<file path="src/rtl/pio_event_sequencer.sv">
// Avalon-MM master that services an edge-capturing button PIO and turns its captured
// falling edges into valid/ready event words for the time-keeping logic.
module pio_event_sequencer #(
    parameter int unsigned      WIDTH       = 8,
    parameter logic [WIDTH-1:0] MASK_INIT   = WIDTH'(8'hFF),
    parameter bit               USE_IRQ     = 1'b1,
    parameter int unsigned      POLL_CYCLES = 1000
) (
    input  logic             clk,
    input  logic             reset,
    output logic [1:0]       avm_address,
    output logic             avm_chipselect,
    output logic             avm_write_n,
    output logic [31:0]      avm_writedata,
    input  logic [31:0]      avm_readdata,
    input  logic             pio_irq,
    input  logic             cfg_mask_valid,
    input  logic [WIDTH-1:0] cfg_mask,
    output logic             cfg_mask_ready,
    output logic             event_valid,
    input  logic             event_ready,
    output logic [WIDTH-1:0] event_bits,
    output logic             busy,
    output logic [15:0]      svc_count
);

    localparam int unsigned      PollW    = (POLL_CYCLES > 2) ? $clog2(POLL_CYCLES) : 1;
    localparam logic [PollW-1:0] PollLast = PollW'(POLL_CYCLES - 1);

    localparam logic [1:0] AddrMask = 2'd2;
    localparam logic [1:0] AddrCap  = 2'd3;

    typedef enum logic [2:0] {
        StInitMask,
        StInitClr,
        StIdle,
        StCfgMask,
        StRdCap,
        StClrCap,
        StEmit
    } state_e;

    state_e           state_q, state_d;
    logic             rst_q;
    logic [WIDTH-1:0] mask_q, mask_d;
    logic [WIDTH-1:0] cap_q, cap_d;
    logic [PollW-1:0] poll_q, poll_d;
    logic [15:0]      svc_q, svc_d;

    logic             trigger;
    logic [WIDTH-1:0] cap_now;
    logic             unused_in;

    assign unused_in = ^{avm_readdata, pio_irq};

    assign trigger = USE_IRQ ? pio_irq : (poll_q == PollLast);
    assign cap_now = avm_readdata[WIDTH-1:0] & mask_q;

    // rst_q holds the machine quiet for the cycle after reset so the bus shows idle values
    // while reset is applied and the INIT_MASK write lands on the first cycle after release.
    always_ff @(posedge clk) begin
        if (reset) begin
            state_q <= StInitMask;
            rst_q   <= 1'b1;
        end else begin
            state_q <= state_d;
            rst_q   <= 1'b0;
        end
    end

    always_comb begin
        state_d = state_q;
        if (!rst_q) begin
            unique case (state_q)
                StInitMask: state_d = StInitClr;
                StInitClr:  state_d = StIdle;
                StIdle: begin
                    if (cfg_mask_valid) begin
                        state_d = StCfgMask;
                    end else if (trigger) begin
                        state_d = StRdCap;
                    end
                end
                StCfgMask:  state_d = StIdle;
                StRdCap:    state_d = StClrCap;
                StClrCap:   state_d = (cap_now == '0) ? StIdle : StEmit;
                StEmit: begin
                    if (event_ready) begin
                        state_d = StIdle;
                    end
                end
                default:    state_d = StInitMask;
            endcase
        end
    end

    always_comb begin
        mask_d = mask_q;
        cap_d  = cap_q;
        poll_d = '0;
        svc_d  = svc_q;
        if (!rst_q) begin
            if (state_q == StIdle && cfg_mask_valid) begin
                mask_d = cfg_mask;
            end
            if (state_q == StClrCap) begin
                cap_d = cap_now;
            end
            // Poll counter only runs while parked in IDLE; any exit restarts the period.
            if (!USE_IRQ && state_q == StIdle && state_d == StIdle) begin
                poll_d = poll_q + PollW'(1);
            end
            if (state_q == StEmit && event_ready && svc_q != 16'hFFFF) begin
                svc_d = svc_q + 16'd1;
            end
        end
    end

    always_ff @(posedge clk) begin
        if (reset) begin
            mask_q <= MASK_INIT;
            cap_q  <= '0;
            poll_q <= '0;
            svc_q  <= '0;
        end else begin
            mask_q <= mask_d;
            cap_q  <= cap_d;
            poll_q <= poll_d;
            svc_q  <= svc_d;
        end
    end

    always_comb begin
        avm_address    = 2'd0;
        avm_chipselect = 1'b0;
        avm_write_n    = 1'b1;
        avm_writedata  = 32'd0;
        event_valid    = 1'b0;
        event_bits     = '0;
        cfg_mask_ready = 1'b0;
        busy           = 1'b1;
        if (!rst_q) begin
            unique case (state_q)
                StInitMask: begin
                    avm_chipselect = 1'b1;
                    avm_write_n    = 1'b0;
                    avm_address    = AddrMask;
                    avm_writedata  = 32'(MASK_INIT);
                end
                StInitClr: begin
                    avm_chipselect = 1'b1;
                    avm_write_n    = 1'b0;
                    avm_address    = AddrCap;
                end
                StIdle: begin
                    cfg_mask_ready = 1'b1;
                    busy           = 1'b0;
                end
                StCfgMask: begin
                    avm_chipselect = 1'b1;
                    avm_write_n    = 1'b0;
                    avm_address    = AddrMask;
                    avm_writedata  = 32'(mask_q);
                end
                StRdCap: begin
                    avm_chipselect = 1'b1;
                    avm_address    = AddrCap;
                end
                StClrCap: begin
                    avm_chipselect = 1'b1;
                    avm_write_n    = 1'b0;
                    avm_address    = AddrCap;
                end
                StEmit: begin
                    event_valid = 1'b1;
                    event_bits  = cap_q;
                end
                default: ;
            endcase
        end
    end

    assign svc_count = svc_q;

endmodule

</file>
<file path="config.mk">
export PLATFORM = sky130hd
export DESIGN_NAME = pio_event_sequencer
export DESIGN_NICKNAME = d
export VERILOG_FILES = /design/src/rtl/pio_event_sequencer.sv
export SDC_FILE = /design/constraint.sdc
export NUM_CORES = 1
export LEC_CHECK = 0
export ABC_AREA = 1
export CAP_MARGIN = 0
export CORE_MARGIN = 2
export CORE_UTILIZATION = 55
export DETAILED_ROUTE_END_ITERATION = 8
export DONT_BUFFER_PORTS = 1
export PLACE_DENSITY = 0.7
export SYNTH_ARGS = -nofsm -noshare
export SYNTH_HDL_FRONTEND = slang
export SYNTH_SLANG_ARGS = --single-unit
</file>
<file path="constraint.sdc">
create_clock -name clk -period 3.23 [get_ports clk]
set_input_delay 0.1615 -clock clk [delete_from_list [all_inputs] [get_ports clk]]
set_output_delay 0.1615 -clock clk [all_outputs]
set_load 0.02 [all_outputs]
</file>
==> load_flow_metrics.sql <==
INSERT INTO impl_metrics (metric_group, metric, value, unit) VALUES
('synth', 'ys.flop_type', 'dfxtp_1', ''),
('drt', 'routed-via-count', '1992', ''),
('layout', 'layout_commonest_cell', 'nand2_1', ''),
('job', 'maxCapViolCount', '0', ''),
('timing', 'timing.final.crit_share', '0.6074', ''),
('synth', 'syn-instance-count', '344', ''),
('timing', 'final-max-slew-violation-count', '0', ''),
('power_and_ir_drop', 'powerDensity', '408.4', 'mW/mm^2'),
('synth', 'fraction_of_registers_with_async_set_reset', '0', ''),
('worst_setup_path', 'critPathMaxStageDelay', '0.52', 'ns'),
('layout', 'antennaDiodeCount', '0', ''),
('synth', 'synth.top_cells.by_area', 'dfxtp_1 (31%), nand2_1 (13%), buf_4 (7.8%)', ''),
('worst_setup_path', 'path_class', 'reg -> out', ''),
('global_routing', 'grt.overflow.total', '0', ''),
('synth', 'synth_adder_area_share', '0.005414', ''),
('place', 'place.port_buffers', '0', ''),
('layout', 'fraction_of_layout_instances_using_a_drive_strength_above_1', '0.1047', ''),
('timing', 'sum_of_negative_setup_slack', '0', 'ns'),
('worst_hold_path', 'hold_path_class', 'in -> reg', ''),
('synth', 'synth.cell_area', '0.002311', 'mm^2'),
('die', 'initial_utilization', '0.5736', ''),
('drt', 'detail_route.wirelength', '4729', 'um'),
('drt', 'drt-vias-per-instance', '5.056', ''),
('synth', 'synth-xor-area-share', '0.01137', ''),
('timing', 'tightestPinTransition', '0.8352', 'ns'),
('worst_setup_path', 'endpoint_kind', 'output port', ''),
('timing', 'unrepaired_setup_endpoints_after_global_routing', 'no', ''),
('worst_setup_path', 'worst-endpoint-required', '3.07', 'ns'),
('worst_setup_path', 'critical_path_arrival', '1.80', 'ns'),
('synth', 'post-synth-top-area-cell', 'dfxtp_1', ''),
('place', 'hpwl', '3547', 'um'),
('synth', 'yosys.area.top_type_share', '0.3119', ''),
('synth', 'synth_compound_gate_area_share', '0.1483', ''),
('drt', 'drt_drc_violations_left', '0', ''),
('global_routing', 'grt_resource_usage_total', '0.2211', ''),
('die', 'die-area', '0.004736', 'mm^2'),
('clocking', 'tritoncts', 'yes', ''),
('die', 'core', '0.004029', 'mm^2'),
('timing', 'setup_viol_count_final', '0', ''),
('synth', 'synth_sequential_area_ratio', '0.3119', ''),
('synth', 'number_of_different_library_cells_in_the_post_synthesis_netlist', '30', ''),
('worst_setup_path', 'crit_fanout', '10', ''),
('die', 'placementRows', '23', ''),
('clocking', 'cts_made_buffers', '5', ''),
('worst_setup_path', 'cp_cell_sequence', 'inv_2 -> nand2_1 -> nand4_1 -> a21oi_1', ''),
('drt', 'drt-initial-drc-count', '73', ''),
('clocking', 'cts.root.buffer_cell', 'clkbuf_8', ''),
('layout', 'num-nets-final', '389', ''),
('global_routing', 'grt_antenna_before_repair', '0', ''),
('clocking', 'insertion_delay', '0.29', 'ns'),
('clocking', 'total_clock_sinks', '36', ''),
('synth', 'synth-simple-area-share', '0.3319', ''),
('status', 'run_status', 'completed', ''),
('global_routing', 'grt_start_max_net_pins', '23', ''),
('synth', 'combinational_family_with_the_most_area_after_synthesis', 'simple AND/OR/NAND/NOR gates', ''),
('place', 'gp_congestion', '0.8831', ''),
('layout', 'layout-area-overhead-vs-synth', '0.4874', '%'),
('die', 'design.portCount', '108', ''),
('power_and_ir_drop', 'p_total', '948.3', 'uW'),
('global_routing', 'wire_length_of_the_first_global_routing_pass', '7838', 'um'),
('timing', 'fin_crit', '1.962', 'ns'),
('drt', 'final_antenna_net_count', '0', ''),
('synth', 'synth_edf_count', '0', ''),
('timing', 'skew', '0.004372', 'ns'),
('synth', 'ys_seq_elements', '36', ''),
('clocking', 'ctsLongestPathBuffers', '2', ''),
('power_and_ir_drop', 'vdd.ir_drop.worst', '0.2201', 'mV'),
('drt', 'drt-pass1-iter-count', '4', ''),
('clocking', 'htree_levels', '2', ''),
('worst_setup_path', 'crit_path_start_kind', 'flip-flop', ''),
('synth', 'yosys_warnings', '0', '');
-- stage by stage --
stage / std cells / setup slack [ns] / area [um^2] / utilization
after floorplan: 367 / 1.603 / 2397 / -
after global placement: 384 / 1.408 / 2195 / 0.5447
after detailed placement: 384 / 1.365 / 2195 / 0.5447
after CTS: 393 / 1.238 / 2312 / 0.5739
after global routing: 394 / 1.130 / 2322 / 0.5764
final: 394 / 1.268 / 2322 / 0.5764
-- repair_timing --
action                    CTS  global route
resized for setup           0             0
setup buffers               0             0
hold buffers                1             1
hold endpoints to repair   14             1
-- path summary, 6_finish.rpt --
kind                startpoint                to  slack, ns  cells after the start
setup / recovery    state_q[0]  avm_writedata[7]       1.27                      4
hold / removal     cfg_mask[0]         mask_q[0]      0.004                      2
hold reg to reg     state_q[1]        state_q[1]       0.49                      2
setup reg to reg  svc_count[1]      svc_count[1]       1.37                      9
-- report_power, final --
| part | total (mW) | switching [mW] | internal [mW] |
|---|---|---|---|
| sequential | 0.454 | 0.00553 | 0.448 |
| combinational | 0.105 | 0.0887 | 0.0165 |
| clock | 0.389 | 0.160 | 0.229 |
-- cells in the mapped netlist, drive strengths merged, types with 2 or more instances --
library cell  count
buf              30
nand4             6
o21ai            19
nand3b            2
clkbuf            3
dfxtp            36
nand3            19
nor2             49
o211ai            8
a21oi            30
inv              46
nand2            90
xor2              2
-- flip-flops by register name, summed over array words and instances (netlist names) --
name / count
rst_q: 1
mask_q: 8
cap_q: 8
svc_count: 16
state_q: 3
-- per-layer routing --
metal	vias up	routed length, um	track usage
met1	878	2114	0.2669
met4	0	75	0.08088
li1	1031	-	-
met3	9	374	0.06818
met2	74	2165	0.3690
met5	-	0	0
-- logic make-up after synthesis --
| logic type | after synthesis |
|---|---|
| simple gates | 167 |
| buf+inv | 79 |
| compound gates | 57 |
| flops | 36 |
| xor+xnor | 3 |
| fa+ha+maj | 1 |
| other cells | 1 |
-- cell type report --
cell class,count,area [um^2],area share
Multi-Input combinational cell,252,1239,0.5334
Clock buffer,6,72.57,0.03125
Timing Repair Buffer,2,20.02,0.008621
Clock inverter,2,35.03,0.01509
Sequential cell,36,720.7,0.3103
Inverter,46,172.7,0.07435
Tap cell,50,62.56,0.02694
-- worst max-delay path: cells and delay by family, from the launching register on --
kind	cells	cell delay, ns
buffers and inverters	1	0.07
AO/OA/AOI/OAI	1	0.52
flip-flops	1	0.43
AND/OR/NAND/NOR	2	0.50
No activity file was read; power rests on OpenSTA's default activity.
